### src/rtl/usb_rx_sequencer.sv
// USB full-speed receive sequencer: NRZI decode, SYNC detection, bit
// unstuffing, byte assembly and end-of-packet / error signalling.
// Line symbols come from package types (defined at the top of this file).
// Optional build macro: USB_RX_STUFF_ERR_EN. When it is defined, a decoded 1
// in a stuff-bit slot (seven 1s in a row) aborts the packet with rx_error.
// When it is undefined, that bit is dropped like any other stuff bit.

package types;
  // Differential line value packed as {dp, dm}.
  typedef logic [1:0] d_port_t;
  localparam d_port_t J   = 2'b10;
  localparam d_port_t K   = 2'b01;
  localparam d_port_t SE0 = 2'b00;
endpackage

module usb_rx_sequencer
  import types::*;
(
  input  logic       clk,
  input  logic       reset,
  input  logic       strobe,
  input  d_port_t    q,
  output logic       rx_active,
  output logic       rx_valid,
  output logic [7:0] rx_data,
  output logic       rx_error,
  output logic       rx_eop
);

  typedef enum logic [1:0] {
    IDLE = 2'd0,
    SYNC = 2'd1,
    DATA = 2'd2,
    EOP  = 2'd3
  } state_t;

  state_t     state_reg, state_next;
  d_port_t    prev_reg, prev_next;
  logic [2:0] ones_reg, ones_next;
  logic [2:0] bit_cnt_reg, bit_cnt_next;
  logic [7:0] shift_reg, shift_next;
  logic [7:0] data_reg, data_next;
  logic       active_reg, active_next;
  logic       valid_reg, valid_next;
  logic       error_reg, error_next;
  logic       eop_reg, eop_next;

  // NRZI: no transition on the line means a 1.
  logic       dbit;
  logic [7:0] shifted;
  assign dbit    = (q == prev_reg);
  // Bits arrive LSB first, so each new bit enters at the top and moves down.
  assign shifted = {dbit, shift_reg[7:1]};

  // State and output registers; reset wins over any strobe in the same cycle.
  always_ff @(posedge clk) begin
    if (reset) begin
      state_reg   <= IDLE;
      prev_reg    <= J;
      ones_reg    <= 3'd0;
      bit_cnt_reg <= 3'd0;
      shift_reg   <= 8'h00;
      data_reg    <= 8'h00;
      active_reg  <= 1'b0;
      valid_reg   <= 1'b0;
      error_reg   <= 1'b0;
      eop_reg     <= 1'b0;
    end else begin
      state_reg   <= state_next;
      prev_reg    <= prev_next;
      ones_reg    <= ones_next;
      bit_cnt_reg <= bit_cnt_next;
      shift_reg   <= shift_next;
      data_reg    <= data_next;
      active_reg  <= active_next;
      valid_reg   <= valid_next;
      error_reg   <= error_next;
      eop_reg     <= eop_next;
    end
  end

  // Next-state decode: everything holds except on strobe; pulses default low.
  always_comb begin
    state_next   = state_reg;
    prev_next    = prev_reg;
    ones_next    = ones_reg;
    bit_cnt_next = bit_cnt_reg;
    shift_next   = shift_reg;
    data_next    = data_reg;
    valid_next   = 1'b0;
    error_next   = 1'b0;
    eop_next     = 1'b0;

    if (strobe) begin
      prev_next = q;
      unique case (state_reg)
        IDLE: begin
          if (q == K) begin
            state_next = SYNC;
            ones_next  = 3'd0;
          end
        end

        SYNC: begin
          if (q == SE0) begin
            state_next = IDLE;
          end else if (dbit) begin
            // The closing KK of SYNC is a decoded 1 and starts the run of
            // ones that the transmitter's bit stuffing also counts.
            state_next   = DATA;
            ones_next    = 3'd1;
            bit_cnt_next = 3'd0;
            shift_next   = 8'h00;
          end else begin
            ones_next = 3'd0;
          end
        end

        DATA: begin
          if (q == SE0) begin
            // A partial byte at EOP is a misalignment; it is never delivered.
            state_next = EOP;
            if (bit_cnt_reg != 3'd0) begin
              error_next = 1'b1;
            end
          end else if (ones_reg == 3'd6) begin
            // Stuff-bit slot: never shifted or counted.
            ones_next = 3'd0;
`ifdef USB_RX_STUFF_ERR_EN
            if (dbit) begin
              error_next = 1'b1;
              state_next = IDLE;
            end
`endif
          end else begin
            shift_next   = shifted;
            bit_cnt_next = bit_cnt_reg + 3'd1;
            ones_next    = dbit ? (ones_reg + 3'd1) : 3'd0;
            if (bit_cnt_reg == 3'd7) begin
              data_next  = shifted;
              valid_next = 1'b1;
            end
          end
        end

        EOP: begin
          if (q == J) begin
            state_next = IDLE;
            eop_next   = 1'b1;
          end else if (q == K) begin
            state_next = IDLE;
            error_next = 1'b1;
          end
        end

        default: state_next = IDLE;
      endcase
    end

    // rx_active follows the registered state so it drops together with the
    // final eop/error pulse.
    active_next = (state_next == DATA) || (state_next == EOP);
  end

  assign rx_active = active_reg;
  assign rx_valid  = valid_reg;
  assign rx_data   = data_reg;
  assign rx_error  = error_reg;
  assign rx_eop    = eop_reg;

endmodule

### config.mk
export PLATFORM = sky130hd
export DESIGN_NAME = usb_rx_sequencer
export DESIGN_NICKNAME = d
export VERILOG_FILES = /design/src/rtl/usb_rx_sequencer.sv
export SDC_FILE = /design/constraint.sdc
export NUM_CORES = 1
export LEC_CHECK = 0
export BUFFER_PORTS_ARGS = -buffer_cell sky130_fd_sc_hd__buf_2
export CORE_MARGIN = 1.5
export CORE_UTILIZATION = 30
export CTS_BUF_LIST = sky130_fd_sc_hd__clkbuf_4 sky130_fd_sc_hd__clkbuf_8
export DETAILED_ROUTE_END_ITERATION = 6
export GPL_TIMING_DRIVEN = 0
export HOLD_SLACK_MARGIN = 0.05
export SYNTH_ARGS = -nofsm -noshare
export SYNTH_HDL_FRONTEND = slang
export SYNTH_SLANG_ARGS = --single-unit
### constraint.sdc
create_clock -name clk -period 2.2 [get_ports clk]
set_clock_uncertainty 0.2 [all_clocks]
set_input_delay 0.44 -clock clk [delete_from_list [all_inputs] [get_ports clk]]
set_output_delay 0.44 -clock clk [all_outputs]
set_load 0.01 [all_outputs]
# After elaboration in Yosys (flattened, before gate mapping)
# Index checks and enable logic that the tools add are counted.
[totals]
output_inout_bits = 12
reg_bits = 30
in_bits = 5
[op_classes]
n_reduce_logical = 12
n_bitwise = 5
n_eq_ne = 15
muxes = 32
n_addsub = 2
[ops]
columns = ["cell", "count"]
rows = [
  ["$mux 8", 4],
  ["$mux 3", 9],
  ["$pmux 8 s2", 1],
  ["$mux 2", 7],
  ["$eq 2x2->1 const B", 5],
  ["$ne 2x2->1 const B", 5],
  ["$reduce_and 5->1", 2],
  ["$pmux 3 s3", 1],
  ["$pmux 2 s4", 1],
  ["$mux 1", 7],
  ["$add 3x1->3 const B", 2],
  ["$eq 3x3->1 const B", 2],
  ["$pmux 3 s2", 1],
  ["$reduce_and 6->1", 1],
  ["$reduce_bool 3->1", 2],
  ["$not 1->1", 5],
  ["$reduce_or 5->1", 1],
  ["$eq 2x1->1 const B", 2],
  ["$logic_not 2->1", 2],
  ["$reduce_or 3->1", 1],
  ["$eq 2x2->1", 1],
  ["$pmux 1 s2", 1],
  ["$reduce_bool 2->1", 1],
  ["$reduce_or 2->1", 1],
  ["$logic_or 1x1->1", 1],
]

# Depth between registers and ports, before layout
# Gate-level depths: netlist of run 1.
[logic_depth]
ltp_word = 7
ltp_mapped = 8
depth_no_buf = 6

# Worst setup path after synthesis of run 1
# OpenSTA, ideal clock, no wires.
[synth_path]
kind = "register to register"
startpoint = "reg state_reg[0]"
endpoint = "reg ones_reg[2]"
period_less_slack_ns = 2.028
stages_incl_launch_ff = 8
t_required_ns = 1.899
arrival_time_ns = 1.727
slack_ns = 0.172
path_buffers = 1
setup_time_ns = 0.101
path_cell_list = "dfxtp_1 -> inv_1 -> ha_1 -> buf_6 -> or3_1 -> a31oi_1 -> nand2_1 -> o41ai_1"
[synth_between]
elab_chain_len = 3
elab_cells_between_ends = 9
classes_between = "eq/ne (5); mux (1); reduce/logical (3)"
[synth_rtl]
columns = ["element", "line", "rtl"]
rows = [
  ["start, declared", "37", "state_t state_reg, state_next;"],
  ["start signal, assigned", "69", "state_reg <= state_next;"],
  ["$eq 2x1->1 (tied with other cells)", "96", "unique case (state_reg)"],
  ["$ne 2x2->1 (no source line) or $reduce_bool 3->1 (tied branches)", "--", ""],
  ["$reduce_and 5->1 (no source line)", "--", ""],
  ["end signal, assigned", "71", "ones_reg <= ones_next;"],
  ["end, declared", "39", "logic [2:0] ones_reg, ones_next;"],
]
# Several ways; a longest one is shown, not always the timed one.
# A chain may end at the register's enable or synchronous reset.

# Worst setup path after layout of run 1
# Ends and elaborated chain as after synthesis.

==> impl_metrics.ini, run 1 <==
[clock_network]
h-tree-depth = 2
postCtsHoldBufs = 0
cts.clk_slew.worst_paths_ns = 0.06
cts-root-to-sink-buffers = 2
numCtsBuffers = 5
tritoncts = yes
numClockSinks = 29
clock_latency_ns = 0.28
cts_root_buf = clkbuf_8

[setup_path]
worst_case_reg_to_reg_path_depth = 7
critical_path.top_delay_family = simple AND/OR/NAND/NOR gates
critical_path_depth = 7
r2r_end = ones_reg[2]$_SDFFE_PP0P_
delay_of_the_slowest_cell_on_the_worst_path_ns = 0.42
critPathMaxFanout = 10
critical_path.reg2reg.startpoint = state_reg[0]$_SDFF_PP0_
critPathBufInv = 2
timing.critical_path.cells = inv_1, ha_1, buf_6, or3_1, a31oi_4, nand2_1, o41ai_1
worst_path_class_setup = reg -> reg
reg2reg_slack_ns = 0.1
timing.critical_path.from_type = register
timing.critical_path.required_ns = 2.18
timing.critical_path.to_type = register
worst-endpoint-arrival_ns = 2.08
timing.critical_path.slowest_stage_cell = or3_1

[final_layout]
largest_register_ffs = 8
utilization_pct = 37.7
area.growth.synth_to_final_pct = 21.9
instances_no_fill = 236
antenna_cells = 0
fillers = 464
finish.instance_area_um2 = 1760
drive_gt1_share_pct = 19.2
nNetsFinal = 196

[timing]
hold_viol = 0
timing.max_slew.rel_slack_pct = 55.4
tns_setup_ns = 0
final_min_period_over_clock_period_pct = 95.6
max_slew.worst_pin.slew_ns = 0.664
final.setup.worst_slack_ns = 0.0978
timing_max_transition_violations_final = 0
setup_viol = 0
fmax_mhz = 476
final_period_minus_worst_setup_slack_ns = 2.10

[outcome]
run_status = finished clean

[routing]
dr.first_iter.drc_count = 64
dr_total_vias = 1208
wirelength_um = 3120
final_antenna_net_count = 0
drc_errors = 0
drt_pass1_iterations = 4
detail_route.vias_per_cell = 5.12
detail_route.wl_per_cell_um = 13.2

[global_routing]
grt_max_degree = 11
gr-total-overflow = 0
global_route.usage.total_pct = 13.2
first_global_vias = 1102
number_of_antenna_violations_at_the_first_check_in_global_routing = 0
wire_length_of_the_first_global_routing_pass_um = 5300

[logic_synthesis]
ys_seq_area_share_pct = 40.3
asyncSetResetFlopFracSynth_pct = 0
synthesis.instances = 158
synthesis.area_per_instance_um2 = 9.12
synth-warning-count = 0
syn_nets = 173
synth_edf_count = 0
synth.top_cells.by_area = dfxtp_1 40%, ha_1 8.7%, mux2i_1 6.3%
synth_top_area_cell = dfxtp_1
synth-seq-cells = 29
yosys-top-cells-count = 29 x dfxtp_1, 15 x o21ai_0, 13 x a21oi_1
synth_top_area_share_pct = 40.3
synth_unique_cells = 38
synthesis.area_um2 = 1440
post-synth-top-count-cell = dfxtp_1
ys.flop_type = dfxtp_1

[placed_design]
dpl_worst_slack_ns = -0.105
placement.cell_area_um2 = 1580
post-place-cells = 227
gpl.final_weighted_congestion = 0.786
io_buffers = 15
hpwlAfterDp_um = 2080

[pwr]
power_density_nw_per_um2 = 701
swShare_pct = 22.7
ir_drop_v = 0.000341
net-switching-power_uw = 280
p_comb_share_pct = 9.2
intPower_uw = 952
p_seq_share_pct = 43.7
power_leakage_nw = 0.664
share_clk_of_total_power_pct = 47.1

[min_path]
hold_crit_endpoint = rx_error$_SDFF_PP0_
hold_path_class = in -> reg
min-delay-start = q[1]
timing.hold.worst_path_depth = 2

[die]
top_level_ports = 17
rows = 25
die-area_um2 = 5230
die_w_um = 72.3
floorplan.initialDensity_pct = 30.9
core_um2 = 4660
die_height_um = 72.3

[flow_run]
cap_violations = 0
cell usage in the layout (no fill, tap or decap), types with 6 or more instances in the layout:
cell	instances
dfxtp_1	27
nand2b_1	7
a21oi_1	13
nand4_1	9
nor2_1	12
ha_1	10
mux2i_1	9
clkbuf_8	6
buf_2	15
o21ai_0	15
inv_1	10
layout make-up:
type / count / area (µm²) / area share (%)
Inverter: 11 / 41.3 / 2.35
Tap cell: 54 / 67.6 / 3.85
Timing Repair Buffer: 17 / 103 / 5.84
Multi-Input combinational cell: 111 / 805 / 45.8
Clock buffer: 7 / 90.1 / 5.13
Sequential cell: 29 / 583 / 33.2
Buffer: 6 / 37.5 / 2.14
Clock inverter: 1 / 30.0 / 1.71
worst max-delay path by stage:
stage	from	endpoint	slack [ns]
after floorplan	state_reg[0]$_SDFF_PP0_	ones_reg[2]$_SDFFE_PP0P_	0.17
after global placement	state_reg[0]$_SDFF_PP0_	ones_reg[2]$_SDFFE_PP0P_	-0.11
after detailed placement	state_reg[0]$_SDFF_PP0_	ones_reg[2]$_SDFFE_PP0P_	-0.10
after CTS	state_reg[0]$_SDFF_PP0_	ones_reg[2]$_SDFFE_PP0P_	0.04
after global routing	state_reg[0]$_SDFF_PP0_	ones_reg[2]$_SDFFE_PP0P_	-0.004
final	state_reg[0]$_SDFF_PP0_	ones_reg[2]$_SDFFE_PP0P_	0.1
through the flow:
stage / hold WS, ns / power [mW]
after floorplan: 0.249 / 0.622
after CTS: 0.243 / 1.24
after global routing: 0.258 / 1.28
after detailed placement: 0.272 / 0.652
after global placement: 0.264 / 0.651
final: 0.246 / 1.23
kinds of logic after synthesis:
logic type	count (synthesis)	share of synthesized area, %
AO/OA/AOI/OAI	46	21.0
flip-flops	29	40.3
multiplexers	9	6.25
buffers and inverters	18	5.73
adder cells (fa/ha/maj)	10	8.68
XOR/XNOR	2	1.22
AND/OR/NAND/NOR	44	16.8
power groups by stage:
stage	clock network [mW]	registers, mW	logic [mW]
after floorplan	0	0.548	0.0735
after global placement	0	0.549	0.102
after detailed placement	0	0.549	0.103
after CTS	0.595	0.537	0.111
after global routing	0.616	0.539	0.126
final	0.580	0.538	0.114
timing repair:
action                     4_1_cts  5_1_grt
setup endpoints to repair       21       13
buffers inserted                 1        1
hold endpoints to repair         0        0
gates resized for setup          4        2
pin swaps                        1        1
metal layers:
metal / vias up / share of wire (%) / GRT usage (%)
met1: 560 / 47 / 18.0
met2: 23 / 46 / 19.2
met4: 0 / 1.9 / 5.87
li1: 619 / - / -
met3: 6 / 5.0 / 4.03
met5: - / 0 / 0
Note: power is estimated with default switching activity, not from simulation.
==> inputs of run 2 (changes only) <==
--- a/config.mk
+++ b/config.mk
@@ -8,7 +8,7 @@
 export BUFFER_PORTS_ARGS = -buffer_cell sky130_fd_sc_hd__buf_2
 export CORE_MARGIN = 1.5
 export CORE_UTILIZATION = 30
-export CTS_BUF_LIST = sky130_fd_sc_hd__clkbuf_4 sky130_fd_sc_hd__clkbuf_8
+export CTS_BUF_LIST = sky130_fd_sc_hd__clkbuf_4
 export DETAILED_ROUTE_END_ITERATION = 6
 export GPL_TIMING_DRIVEN = 0
 export HOLD_SLACK_MARGIN = 0.05
==> run 2 against run 1 <==
Compared with the run above: die area did not move; highest routed layer unchanged; critical endpoint unchanged; total power fell by 12%; combinational power barely moved; sequential power barely moved.
==> impl_metrics.ini, run 2 (same netlist as run 1, synthesis figures left out) <==
[setup_path]
critical_path.reg2reg.startpoint = state_reg[0]$_SDFF_PP0_
worst_case_reg_to_reg_path_depth = 7
reg2reg_slack_ns = 0.09
critical_path_startpoint = state_reg[0]$_SDFF_PP0_
timing.critical_path.from_type = register
critPathMaxFanout = 10
r2r_end = ones_reg[2]$_SDFFE_PP0P_
critPathCapture = ones_reg[2]$_SDFFE_PP0P_
worst_path_class_setup = reg -> reg
timing.critical_path.required_ns = 2.23
timing.critical_path.to_type = register
worst-endpoint-arrival_ns = 2.14

[routing]
maxUsedRoutingLayer = met4
met2_wire_length_um = 1440
detail_route.wl_per_cell_um = 13.3
final_antenna_net_count = 0
wirelength_um = 3130
detail_route.vias_per_cell = 5.19
drc_errors = 0
dr_wl_met3_um = 169
dr_total_vias = 1225
wire_length_the_detailed_router_placed_on_met1_um = 1470
drt_pass1_iterations = 4
dr.first_iter.drc_count = 86

[timing]
final_period_minus_worst_setup_slack_ns = 2.11
timing_max_transition_violations_final = 0
final_min_period_over_clock_period_pct = 95.9
fmax_mhz = 474
setup_viol = 0
max_slew.worst_pin.slew_ns = 0.676
final.setup.worst_slack_ns = 0.0913
whs_ns = 0.202
tns_setup_ns = 0
hold_viol = 0
timing.max_slew.rel_slack_pct = 54.6

[final_layout]
largest_register_ffs = 8
area.growth.synth_to_final_pct = 19.0
layout.cells.most_common = dfxtp_1
final_cell_mix = 27 x dfxtp_1, 15 x buf_2, 14 x o21ai_0
antenna_cells = 0
instances_no_fill = 236
nNetsFinal = 196
drive_gt1_share_pct = 18.7

[die]
top_level_ports = 17
core_um2 = 4660
die_w_um = 72.3
rows = 25
die_height_um = 72.3
die-area_um2 = 5230
floorplan.initialDensity_pct = 30.9

[flow_run]
cap_violations = 0

[global_routing]
gr-total-overflow = 0
wire_length_of_the_first_global_routing_pass_um = 5300
number_of_antenna_violations_at_the_first_check_in_global_routing = 0
global_route.usage.total_pct = 13.1
grt_max_degree = 11
first_global_vias = 1097

[clock_network]
tritoncts = yes
cts_root_buf = clkbuf_4
cts.clk_slew.worst_paths_ns = 0.10
clock_latency_ns = 0.32
numClockSinks = 29
postCtsHoldBufs = 0
numCtsBuffers = 5
h-tree-depth = 2
cts-root-to-sink-buffers = 2

[pwr]
p_seq_share_pct = 49.4
ir_drop_v = 0.000316
p_comb_share_pct = 10.5
swShare_pct = 24.7
intPower_uw = 819
power_density_nw_per_um2 = 634
power_leakage_nw = 0.645
design_power_total_mw = 1.09
net-switching-power_uw = 269
share_clk_of_total_power_pct = 40.1

[placed_design]
dpl_worst_slack_ns = -0.105
post-place-cells = 227
io_buffers = 15
gpl.final_weighted_congestion = 0.786
hpwlAfterDp_um = 2080

[outcome]
run_status = finished clean

[min_path]
hold_path_class = in -> reg
[run 2: power by group through the flow]
stage	logic, mW	clock network, mW	registers, mW
after global placement	0.102	0	0.549
after global routing	0.126	0.468	0.539
after CTS	0.106	0.450	0.537
final	0.114	0.436	0.537
after detailed placement	0.103	0	0.549
after floorplan	0.0735	0	0.548
[run 2: metal layers]
| layer | track usage, % | vias to the layer above |
|---|---|---|
| met5 | 0 | - |
| met4 | 5.24 | 0 |
| met3 | 4.58 | 5 |
| met2 | 18.9 | 26 |
| met1 | 18.0 | 572 |
| li1 | - | 622 |
[run 2: cell type report]
cell class / count / area, µm²
flip-flops and latches: 29 / 583
clock buffers: 6 / 45.0
well taps: 54 / 67.6
repair buffers: 17 / 103
inverters: 11 / 41.3
clock inverters: 2 / 33.8
fillers: 472 / 2950
plain buffers: 6 / 37.5
multi-input cells: 111 / 805
[run 2: worst min path at each step]
stage	start	endpoint	slack, ns	depth (start not counted)
after CTS	q[1]	rx_error$_SDFF_PP0_	0.19	2
after floorplan	shift_reg[1]$_SDFFE_PP0P_	shift_reg[1]$_SDFFE_PP0P_	0.25	2
final	q[1]	rx_error$_SDFF_PP0_	0.20	2
after global routing	q[1]	rx_error$_SDFF_PP0_	0.20	2
after detailed placement	shift_reg[1]$_SDFFE_PP0P_	shift_reg[1]$_SDFFE_PP0P_	0.27	2
after global placement	shift_reg[1]$_SDFFE_PP0P_	shift_reg[1]$_SDFFE_PP0P_	0.26	2
[run 2: worst max-delay path, stage by stage (launching register included)]
cell     delay, ns
dfxtp_2       0.39
inv_1         0.08
ha_1          0.20
buf_6         0.14
or3_1         0.42
a31oi_4       0.25
nand2_1       0.10
o41ai_1       0.24
[run 2: per-stage QoR]
step	area (µm²)	util, %
after global routing	1720	36.8
after detailed placement	1580	34.0
after CTS	1690	36.3
final	1720	36.8
after floorplan	1440	-
after global placement	1580	34.0
[run 2: what timing repair did]
| action | 4_1_cts | 5_1_grt |
|---|---|---|
| setup endpoints to repair | 21 | 13 |
| buffers inserted | 1 | 1 |
| pin swaps | 1 | 1 |
| gates resized for setup | 2 | 5 |
==> inputs of run 3 (changes only) <==
--- a/config.mk
+++ b/config.mk
@@ -5,6 +5,7 @@
 export SDC_FILE = /design/constraint.sdc
 export NUM_CORES = 1
 export LEC_CHECK = 0
+export ABC_AREA = 1
 export BUFFER_PORTS_ARGS = -buffer_cell sky130_fd_sc_hd__buf_2
 export CORE_MARGIN = 1.5
 export CORE_UTILIZATION = 30
==> run 3 against run 2 <==
Compared with the run above: non-clock buffer count unchanged; final area fell by 0.44%; largest power group unchanged; routed wire length down 4.2%; critical path type unchanged; largest cell class unchanged; synthesized cell count grew 34%; sequential cell count is the same; core utilization fell by 0.41 points.
==> impl_metrics.ini, run 3 <==
[outcome]
run_status = finished clean

[logic_synthesis]
synth_unique_cells = 21
asyncSetResetFlopFracSynth_pct = 0
ys.flop_type = dfxtp_1
synth_top_area_share_pct = 39.8
synthesis.instances = 211
ys_seq_area_share_pct = 39.8
synth_top_area_cell = dfxtp_1
yosys-top-cells-count = 53 x nand2_1, 32 x nor2_1, 29 x dfxtp_1
synth_edf_count = 0
synthesis.area_um2 = 1460
synth-seq-cells = 29
syn_nets = 226
post-synth-top-count-cell = nand2_1
synthesis.area_per_instance_um2 = 6.91
synth.top_cells.by_area = dfxtp_1 40%, nand2_1 14%, ha_1 8.6%
synth-warning-count = 0

[routing]
wirelength_um = 3000
drt_pass1_iterations = 4
final_antenna_net_count = 0
dr.first_iter.drc_count = 56
met2_wire_length_um = 1380
detail_route.vias_per_cell = 4.60
dr_total_vias = 1329
maxUsedRoutingLayer = met4
drc_errors = 0
dr_wl_met3_um = 108
detail_route.wl_per_cell_um = 10.4
wire_length_the_detailed_router_placed_on_met1_um = 1450

[pwr]
intPower_uw = 964
design_power_total_mw = 1.29
swShare_pct = 25.4
share_clk_of_total_power_pct = 42.4
p_seq_share_pct = 43.9
net-switching-power_uw = 327
p_comb_share_pct = 13.7
power_density_nw_per_um2 = 756
ir_drop_v = 0.000369
power_leakage_nw = 0.853

[die]
core_um2 = 4690
floorplan.initialDensity_pct = 31.1
die_w_um = 72.7
die-area_um2 = 5290
top_level_ports = 17
rows = 25
die_height_um = 72.7

[clock_network]
post_cts_resized = 0
cts.clk_slew.worst_paths_ns = 0.10
numClockSinks = 29
clock_latency_ns = 0.33
postCtsSetupRepairBufs = 0
cts_root_buf = clkbuf_4
h-tree-depth = 2
numCtsBuffers = 5
cts-root-to-sink-buffers = 2
tritoncts = yes
postCtsHoldBufs = 0

[final_layout]
final_cell_mix = 53 x nand2_1, 32 x nor2_1, 29 x dfxtp_1
area.growth.synth_to_final_pct = 17.2
layout.cells.most_common = nand2_1
antenna_cells = 0
largest_register_ffs = 8
nNetsFinal = 249
drive_gt1_share_pct = 15.3
instances_no_fill = 289

[setup_path]
critPathMaxFanout = 10
timing.critical_path.required_ns = 2.24
critical_path_startpoint = state_reg[0]$_SDFF_PP0_
reg2reg_slack_ns = 0.28
worst_case_reg_to_reg_path_depth = 10
critical_path.reg2reg.startpoint = state_reg[0]$_SDFF_PP0_
timing.critical_path.from_type = register
r2r_end = shift_reg[6]$_SDFFE_PP0P_
critPathCapture = shift_reg[6]$_SDFFE_PP0P_
worst_path_class_setup = reg -> reg
timing.critical_path.to_type = register
worst-endpoint-arrival_ns = 1.96

[global_routing]
first_global_vias = 1149
number_of_antenna_violations_at_the_first_check_in_global_routing = 0
gr-total-overflow = 0
global_route.usage.total_pct = 12.6
grt_max_degree = 11
wire_length_of_the_first_global_routing_pass_um = 5110

[timing]
setup_viol = 0
fmax_mhz = 520
timing_max_transition_violations_final = 0
tns_setup_ns = 0
hold_viol = 0
max_slew.worst_pin.slew_ns = 0.430
timing.max_slew.rel_slack_pct = 71.4
unrepaired_setup_endpoints_after_global_routing = false
final_min_period_over_clock_period_pct = 87.4
final_period_minus_worst_setup_slack_ns = 1.92

[placed_design]
io_buffers = 16
gpl.final_weighted_congestion = 0.867
hpwlAfterDp_um = 2190
post-place-cells = 281

[flow_run]
cap_violations = 0

[min_path]
hold_path_class = in -> reg
==> run 3: cell type report <==
cell class / count / area, µm²
plain buffers: 7 / 42.5
clock buffers: 5 / 37.5
clock inverters: 3 / 65.1
fillers: 516 / 2980
inverters: 24 / 90.1
multi-input cells: 151 / 744
flip-flops and latches: 29 / 581
well taps: 54 / 67.6
repair buffers: 16 / 80.1
==> run 3: critical path, cell delays in order (launching register included) <==
cell and delay, ns:
dfxtp_1 0.35, inv_1 0.12, ha_1 0.28, nand2_1 0.17
o21ai_0 0.11, nand2_1 0.10, nor2_4 0.16, buf_6 0.16
nand3_1 0.07, nand2_1 0.08, nor2_1 0.04
==> run 3: logic make-up after synthesis <==
| kind of cell | Yosys count | synth area share (%) |
|---|---|---|
| AND/OR/NAND/NOR | 108 | 31.0 |
| AO/OA/AOI/OAI | 33 | 11.5 |
| buffers and inverters | 31 | 9.10 |
| flip-flops | 29 | 39.8 |
| adder cells (fa/ha/maj) | 10 | 8.58 |
==> run 3: how the worst min path moves through the flow <==
stage | startpoint | to | slack, ns | cells past startpoint
after CTS | reset | ones_reg[1]$_SDFFE_PP0P_ | 0.15 | 2
final | reset | ones_reg[1]$_SDFFE_PP0P_ | 0.16 | 2
after global placement | shift_reg[2]$_SDFFE_PP0P_ | rx_data[1]$_SDFFE_PP0P_ | 0.27 | 2
after floorplan | shift_reg[2]$_SDFFE_PP0P_ | rx_data[1]$_SDFFE_PP0P_ | 0.24 | 2
after detailed placement | shift_reg[2]$_SDFFE_PP0P_ | rx_data[1]$_SDFFE_PP0P_ | 0.27 | 2
after global routing | reset | ones_reg[1]$_SDFFE_PP0P_ | 0.15 | 2
==> run 3: layer usage <==
layer | global-route usage (%) | vias up
met1 | 15.8 | 590
met3 | 3.73 | 8
met5 | 0 | -
met4 | 5.03 | 0
li1 | - | 711
met2 | 20.2 | 20
==> run 3: power groups by stage <==
stage | registers (mW) | logic, mW | clock network (mW)
after floorplan | 0.575 | 0.137 | 0
after global placement | 0.578 | 0.175 | 0
after detailed placement | 0.579 | 0.177 | 0
after CTS | 0.567 | 0.178 | 0.562
after global routing | 0.570 | 0.205 | 0.588
final | 0.567 | 0.177 | 0.547
==> run 3: per-stage QoR <==
step	util [%]	area (µm²)	hold slack, ns	worst slack [ns]
after floorplan	-	1460	0.244	0.531
after global placement	34.2	1610	0.265	0.319
after detailed placement	34.2	1610	0.272	0.313
after CTS	36.4	1710	0.149	0.305
after global routing	36.4	1710	0.145	0.0678
final	36.4	1710	0.158	0.278
